[src/rtl/stepper_pkg.sv]
// Shared definitions for the stepper move sequencer slice.
// CNT_W      : default width of step counts and steps_left.
// PER_W      : default width of the step period, in clk cycles.
// MIN_PERIOD : smallest step period that will be generated; shorter
//              requested periods are raised to this value.
// state_t    : move sequencer FSM states.
package stepper_pkg;

  localparam int CNT_W      = 16;
  localparam int PER_W      = 20;
  localparam int MIN_PERIOD = 2;

  typedef enum logic [1:0] {
    IDLE  = 2'd0,
    RUN   = 2'd1,
    DONE  = 2'd2,
    ABORT = 2'd3
  } state_t;

endpackage

[src/rtl/stepper_move_sequencer_if.sv]
// Command and step-output bundle between a move source and the sequencer.
// master : drives cmd_valid/cmd_steps/cmd_dir/cmd_period/abort and
//          observes cmd_ready plus all step/status outputs.
// slave  : the sequencer side (mirror image of master).
// Signals:
//   cmd_valid/cmd_ready   - command handshake
//   cmd_steps/dir/period  - move description
//   abort                 - stop the move in progress
//   step_pulse/step_dir   - strobe and direction for the phase controller
//   busy/done/aborted     - move status
//   steps_left            - steps remaining in the current move
interface stepper_move_sequencer_if #(
  parameter int CNT_W = stepper_pkg::CNT_W,
  parameter int PER_W = stepper_pkg::PER_W
);

  logic             cmd_valid;
  logic             cmd_ready;
  logic [CNT_W-1:0] cmd_steps;
  logic             cmd_dir;
  logic [PER_W-1:0] cmd_period;
  logic             abort;
  logic             step_pulse;
  logic             step_dir;
  logic             busy;
  logic             done;
  logic             aborted;
  logic [CNT_W-1:0] steps_left;

  modport master (
    output cmd_valid, cmd_steps, cmd_dir, cmd_period, abort,
    input  cmd_ready, step_pulse, step_dir, busy, done, aborted, steps_left
  );

  modport slave (
    input  cmd_valid, cmd_steps, cmd_dir, cmd_period, abort,
    output cmd_ready, step_pulse, step_dir, busy, done, aborted, steps_left
  );

endinterface

[src/rtl/step_period_timer.sv]
// Loadable, auto-reloading down-counter that paces step pulses.
// Ports:
//   clk, rst     - clock and asynchronous active-high reset
//   load         - capture reload_value as both count and reload value
//   reload_value - period minus one
//   enable       - count while high
//   tick         - high while enabled and the count has reached zero;
//                  the counter reloads on the same edge
module step_period_timer #(
  parameter int PER_W = 20
) (
  input  logic             clk,
  input  logic             rst,
  input  logic             load,
  input  logic [PER_W-1:0] reload_value,
  input  logic             enable,
  output logic             tick
);

  logic [PER_W-1:0] count;
  logic [PER_W-1:0] reload;

  // A load wins over counting so a fresh move always starts a full period.
  always_ff @(posedge clk or posedge rst) begin
    if (rst) begin
      count  <= '0;
      reload <= '0;
    end else if (load) begin
      count  <= reload_value;
      reload <= reload_value;
    end else if (enable) begin
      if (count == '0) begin
        count <= reload;
      end else begin
        count <= count - PER_W'(1);
      end
    end
  end

  assign tick = enable && (count == '0);

endmodule

[src/rtl/stepper_move_sequencer.sv]
// Turns move commands into a train of one-cycle step pulses plus a held
// direction level for the downstream phase controller.
// Ports:
//   clk, rst - clock and asynchronous active-high reset
//   bus      - slave side of stepper_move_sequencer_if (command handshake,
//              abort, step_pulse/step_dir, busy/done/aborted, steps_left)
// All bus outputs are registered.
module stepper_move_sequencer #(
  parameter int CNT_W      = stepper_pkg::CNT_W,
  parameter int PER_W      = stepper_pkg::PER_W,
  parameter int MIN_PERIOD = stepper_pkg::MIN_PERIOD
) (
  input  logic                     clk,
  input  logic                     rst,
  stepper_move_sequencer_if.slave  bus
);

  import stepper_pkg::*;

  state_t           state;
  state_t           state_next;
  logic [CNT_W-1:0] steps_next;
  logic             dir_next;
  logic             pulse_next;
  logic             timer_load;
  logic             tick;
  logic [PER_W-1:0] eff_period;
  logic [PER_W-1:0] reload_value;

  // Periods below MIN_PERIOD would allow back-to-back pulses, so clamp.
  assign eff_period   = (bus.cmd_period < PER_W'(MIN_PERIOD)) ?
                        PER_W'(MIN_PERIOD) : bus.cmd_period;
  assign reload_value = eff_period - PER_W'(1);

  step_period_timer #(
    .PER_W (PER_W)
  ) u_timer (
    .clk          (clk),
    .rst          (rst),
    .load         (timer_load),
    .reload_value (reload_value),
    .enable       (state == RUN),
    .tick         (tick)
  );

  // Next-state logic. RUN leaves for DONE on the cycle after steps_left
  // reaches zero, i.e. while the final pulse is on the wire, so done lands
  // one cycle after that pulse. A zero-step move therefore spends a single
  // cycle in RUN without pulsing and signals done one cycle after
  // acceptance. Abort beats a pulse due on the same edge.
  always_comb begin
    state_next = state;
    steps_next = bus.steps_left;
    dir_next   = bus.step_dir;
    pulse_next = 1'b0;
    timer_load = 1'b0;
    unique case (state)
      IDLE: begin
        if (bus.cmd_valid && bus.cmd_ready) begin
          timer_load = 1'b1;
          dir_next   = bus.cmd_dir;
          steps_next = bus.cmd_steps;
          state_next = RUN;
        end
      end
      RUN: begin
        if (bus.steps_left == '0) begin
          state_next = DONE;
        end else if (bus.abort) begin
          state_next = ABORT;
        end else if (tick) begin
          pulse_next = 1'b1;
          steps_next = bus.steps_left - CNT_W'(1);
        end
      end
      DONE:    state_next = IDLE;
      ABORT:   state_next = IDLE;
      default: state_next = IDLE;
    endcase
  end

  // State register; status outputs are decoded from the next state so
  // they line up with the state they describe.
  always_ff @(posedge clk or posedge rst) begin
    if (rst) begin
      state          <= IDLE;
      bus.cmd_ready  <= 1'b1;
      bus.busy       <= 1'b0;
      bus.done       <= 1'b0;
      bus.aborted    <= 1'b0;
      bus.step_pulse <= 1'b0;
      bus.step_dir   <= 1'b0;
      bus.steps_left <= '0;
    end else begin
      state          <= state_next;
      bus.cmd_ready  <= (state_next == IDLE);
      bus.busy       <= (state_next == RUN);
      bus.done       <= (state_next == DONE);
      bus.aborted    <= (state_next == ABORT);
      bus.step_pulse <= pulse_next;
      bus.step_dir   <= dir_next;
      bus.steps_left <= steps_next;
    end
  end

endmodule
[src/flat_wrapper.sv]
// flat-port wrapper written by rule: the top's interface ports become plain ports
module stepper_move_sequencer_flat import stepper_pkg::*;
#(
  parameter int CNT_W      = stepper_pkg::CNT_W,
  parameter int PER_W      = stepper_pkg::PER_W,
  parameter int MIN_PERIOD = stepper_pkg::MIN_PERIOD
)
  (clk, rst, bus_cmd_valid, bus_cmd_steps, bus_cmd_dir, bus_cmd_period, bus_abort, bus_cmd_ready, bus_step_pulse, bus_step_dir, bus_busy, bus_done, bus_aborted, bus_steps_left);
  stepper_move_sequencer_if #(.CNT_W(CNT_W), .PER_W(PER_W)) bus_i ();
  input  logic clk;
  input  logic rst;
  input wire logic [$bits(bus_i.cmd_valid)-1:0] bus_cmd_valid;
  input wire logic [$bits(bus_i.cmd_steps)-1:0] bus_cmd_steps;
  input wire logic [$bits(bus_i.cmd_dir)-1:0] bus_cmd_dir;
  input wire logic [$bits(bus_i.cmd_period)-1:0] bus_cmd_period;
  input wire logic [$bits(bus_i.abort)-1:0] bus_abort;
  output wire logic [$bits(bus_i.cmd_ready)-1:0] bus_cmd_ready;
  output wire logic [$bits(bus_i.step_pulse)-1:0] bus_step_pulse;
  output wire logic [$bits(bus_i.step_dir)-1:0] bus_step_dir;
  output wire logic [$bits(bus_i.busy)-1:0] bus_busy;
  output wire logic [$bits(bus_i.done)-1:0] bus_done;
  output wire logic [$bits(bus_i.aborted)-1:0] bus_aborted;
  output wire logic [$bits(bus_i.steps_left)-1:0] bus_steps_left;
  assign bus_i.cmd_valid = bus_cmd_valid;
  assign bus_i.cmd_steps = bus_cmd_steps;
  assign bus_i.cmd_dir = bus_cmd_dir;
  assign bus_i.cmd_period = bus_cmd_period;
  assign bus_i.abort = bus_abort;
  assign bus_cmd_ready = bus_i.cmd_ready;
  assign bus_step_pulse = bus_i.step_pulse;
  assign bus_step_dir = bus_i.step_dir;
  assign bus_busy = bus_i.busy;
  assign bus_done = bus_i.done;
  assign bus_aborted = bus_i.aborted;
  assign bus_steps_left = bus_i.steps_left;
  stepper_move_sequencer #(.CNT_W(CNT_W), .PER_W(PER_W), .MIN_PERIOD(MIN_PERIOD)) u_core (.clk(clk), .rst(rst), .bus(bus_i));
endmodule
[config.mk]
export PLATFORM = sky130hd
export DESIGN_NAME = stepper_move_sequencer_flat
export DESIGN_NICKNAME = d
export VERILOG_FILES = /design/src/rtl/stepper_pkg.sv /design/src/rtl/stepper_move_sequencer_if.sv /design/src/rtl/step_period_timer.sv /design/src/rtl/stepper_move_sequencer.sv /design/src/flat_wrapper.sv
export SDC_FILE = /design/constraint.sdc
export NUM_CORES = 1
export LEC_CHECK = 0
export ABC_CLOCK_PERIOD_IN_PS = 3700
export BUFFER_PORTS_ARGS = -buffer_cell sky130_fd_sc_hd__buf_2
export CAP_MARGIN = 20
export CORE_MARGIN = 1.5
export CORE_UTILIZATION = 33
export DETAILED_ROUTE_END_ITERATION = 10
export GPL_TIMING_DRIVEN = 1
export HOLD_SLACK_MARGIN = 0.06
export SLEW_MARGIN = 20
export SYNTH_ARGS = -nofsm -noshare
export SYNTH_HDL_FRONTEND = slang
export SYNTH_HIERARCHICAL = 1
export SYNTH_SLANG_ARGS = --single-unit
[constraint.sdc]
create_clock -name clk -period 3.7 [get_ports clk]
set_input_delay 0.185 -clock clk [delete_from_list [all_inputs] [get_ports clk]]
set_output_delay 0.185 -clock clk [all_outputs]
set_load 0.005 [all_outputs]
==> impl_metrics.ini <==
[clocking]
cts_sinks = 64
cts_setup_buffers = 0
numCtsBuffers = 9
cts_tree = yes
clk_latency_ns = 0.33
ctsResizeCount = 0
htreeDepth = 3
root_buffer = clkbuf_16
cts.reportedPaths.clkPinSlew_ns = 0.05
clockBufferDepth = 2

[sta]
period_needed_ns = 2.86
fin_skew_ns = 0.00974
finalCritPeriodShare_pct = 77.4
drv_slew = 0
setup_tns_ns = 0
worst_slack_ns = 0.838
worst_slew_pin_slew_ns = 0.955
holdWs_ns = 0.102
hold_viol_final = 0
setup_viol = 0
slew_headroom_pct = 36.3
rsz0062_at_grt = no
max_freq_mhz = 349

[route]
dr.pass1.iters = 5
routed_wirelength_mm = 12.3
drt-initial-drc-count = 368
via_count = 4008
drc_errors = 0
ant_nets = 0
viasPerCell = 5.69
avgRoutedWirePerCell_um = 17.4

[worst_setup_path]
crit_arrival_ns = 3.07
cp.required_ns = 3.91
cp-end-kind = flip-flop
path_max_fanout = 5
startpoint_type = primary input
path_class = primary input to flip-flop

[floorplan]
die_w_um = 116
initial_utilization_pct = 33.7
io_pins = 63
rows = 41
die_area_um2 = 13500
core_area_um2 = 12500
dieHeight_um = 116

[synth]
avgSynthCellArea_um2 = 9.04
synth_seq_cells = 64
ys_warn_count = 6
ys_types = 70
synth_ff_type = dfrtp_1
synth-seq-area-share_pct = 38.0
synth_edf_count = 0
synthesis.nets = 511
synth_area_um2 = 4210
synthCells = 466
async_reset_ff_share_pct = 100

[cells_and_area]
drive_above_1_share_pct = 23.1
stdcell_count = 705
num_antenna_cells = 0
nets = 574
final_core_util_pct = 39.9
final_area_um2 = 4990
syn_to_final_growth_pct = 18.4

[placed_design]
gp_congestion = 0.915
dp.cells = 688
preCtsSetupSlack_ns = 0.522
dp_hpwl_mm = 8.67
port_buffers = 62
place_area_um2 = 4680

[pwr]
power-per-cell-area_nw_per_um2 = 790
power.total_mw = 3.94
peakVddDrop_mv = 0.351
leakagePower_nw = 2.08

[grt]
grt_pass1_vias = 3887
grt_overflow = 0
antenna_found_initial = 0
grt_max_degree = 41
grt_pass1_wl_mm = 20.2
grt.total_usage_pct = 19.3

[flow_run]
maxCapViolCount = 0

[hold_path]
hold_path_class = primary input to flip-flop

[outcome]
outcome = finished, final reports clean
==> routing by layer <==
| layer | vias to the layer above | share of wire (%) | routed length [µm] | global-route usage [%] |
|---|---|---|---|---|
| met2 | 135 | 47 | 5750 | 29.6 |
| met1 | 1967 | 46 | 5610 | 26.9 |
| met4 | 0 | 1.7 | 205 | 7.72 |
| li1 | 1891 | - | - | - |
| met5 | - | 0 | 0 | 0 |
| met3 | 15 | 5.7 | 694 | 3.50 |
==> registers in the layout, indices dropped and copies added, names as in the netlist <==
register	cells
u_core/bus.step_dir	1
u_core/bus.cmd_ready	1
u_core/bus.aborted	1
u_core/bus.done	1
u_core/state	2
u_core/bus.step_pulse	1
u_core/u_timer/reload	20
u_core/bus.steps_left	16
u_core/bus.busy	1
u_core/u_timer/count	20
==> layout by cell type, fill, tap and decap left out, types with 5 or more instances in the layout <==
master	n
clkbuf_16	9
or3_1	6
o21ai_0	31
or4_1	8
a31oi_1	5
o211ai_1	6
a21o_1	6
buf_2	62
inv_1	22
nand4_1	8
o31ai_1	5
o21ai_1	11
buf_4	10
xnor2_1	10
dfrtp_1	63
mux2_2	12
a22oi_1	10
nand3_1	12
o31a_1	6
nor4_1	15
a21oi_1	19
o22ai_1	5
nor3_1	21
nand2_1	37
xor2_1	14
mux2i_1	5
nor2_1	35
==> final cells by class <==
type / instances / area [µm²]
Clock buffer: 13 / 280
Clock inverter: 2 / 12.5
Fill cell: 1297 / 7530
Inverter: 22 / 82.6
Multi-Input combinational cell: 358 / 2390
Sequential cell: 64 / 1600
Tap cell: 172 / 215
Timing Repair Buffer: 74 / 405
==> synthesized netlist by cell type, drive strengths merged, types with 2 or more instances <==
| library cell | instances | area share [%] |
|---|---|---|
| or2 | 2 | 0.30 |
| o21ai | 43 | 5.2 |
| o221ai | 3 | 0.62 |
| and2 | 2 | 0.33 |
| or4b | 2 | 0.56 |
| or3 | 8 | 1.4 |
| o31a | 6 | 1.2 |
| a2bb2oi | 3 | 0.62 |
| a22oi | 10 | 1.8 |
| mux2 | 12 | 3.2 |
| ha | 4 | 1.2 |
| xor2 | 14 | 2.9 |
| o22ai | 5 | 0.74 |
| a311oi | 2 | 0.42 |
| xnor2 | 10 | 2.1 |
| o2bb2ai | 4 | 0.83 |
| o31ai | 5 | 0.89 |
| a221o | 2 | 0.48 |
| dfrtp | 63 | 37 |
| a31oi | 5 | 0.74 |
| nand3 | 12 | 1.4 |
| nand2b | 3 | 0.45 |
| nand3b | 3 | 0.53 |
| nor3 | 25 | 3.6 |
| nand4 | 9 | 1.7 |
| a211oi | 2 | 0.36 |
| clkbuf | 18 | 2.3 |
| nand2 | 38 | 3.6 |
| inv | 22 | 2.0 |
| nor4 | 18 | 3.5 |
| and3 | 4 | 0.59 |
| or4 | 10 | 2.0 |
| a21oi | 19 | 2.3 |
| a22o | 3 | 0.62 |
| mux2i | 5 | 1.2 |
| o211ai | 6 | 1.1 |
| buf | 4 | 0.92 |
| o41ai | 3 | 0.80 |
| nor2 | 36 | 3.3 |
| a21o | 7 | 1.3 |
| nor4b | 4 | 0.98 |
==> power by group <==
part	switching [mW]	internal [mW]
Sequential	0.383	1.03
Clock	0.303	0.521
Combinational	0.990	0.719
==> repair_timing <==
action / 4_1_cts / 5_1_grt
endpoints found under the setup margin: 0 / 0
hold buffers: 2 / 0
endpoints found under the hold margin: 41 / 0
==> critical path: stages <==
cell and delay (ns):
buf_2 0.12, or4_1 0.60, or4_1 0.51, nor3_1 0.23, nand2b_1 0.16, ha_1 0.23, nand3_1 0.21, nor3_1 0.26
xor2_1 0.10, and2_2 0.20, a221o_1 0.27
==> kinds of logic (layout without fill, tap and decap cells) <==
kind of cell	count (synthesis)	after routing	share of synthesized area, %
mux	17	17	4.40
buf+inv	44	111	5.20
xor+xnor	24	24	4.99
fa+ha+maj	4	4	1.19
compound gates	134	134	21.4
simple gates	179	179	24.8
flops	64	64	38.0
==> final timing paths <==
path                                                      startpoint                                    to  slack (ns)  cells after the start
worst min-delay path                                       bus_abort       u_core/bus.step_pulse$_DFF_PP0_        0.10                      2
worst min register to register       u_core/bus.step_dir$_DFFE_PP0P_       u_core/bus.step_dir$_DFFE_PP0P_        0.49                      2
max in group asynchronous                                        rst  u_core/bus.steps_left[3]$_DFFE_PP0P_        2.48                      3
min in group asynchronous                                        rst  u_core/u_timer/count[19]$_DFFE_PP0P_        0.58                      4
worst max-delay path                              bus_cmd_period[16]  u_core/u_timer/count[12]$_DFFE_PP0P_        0.84                     11
worst max register to register  u_core/u_timer/count[10]$_DFFE_PP0P_  u_core/bus.steps_left[1]$_DFFE_PP0P_        0.93                      8
Note: power is estimated with default switching activity, not from simulation.
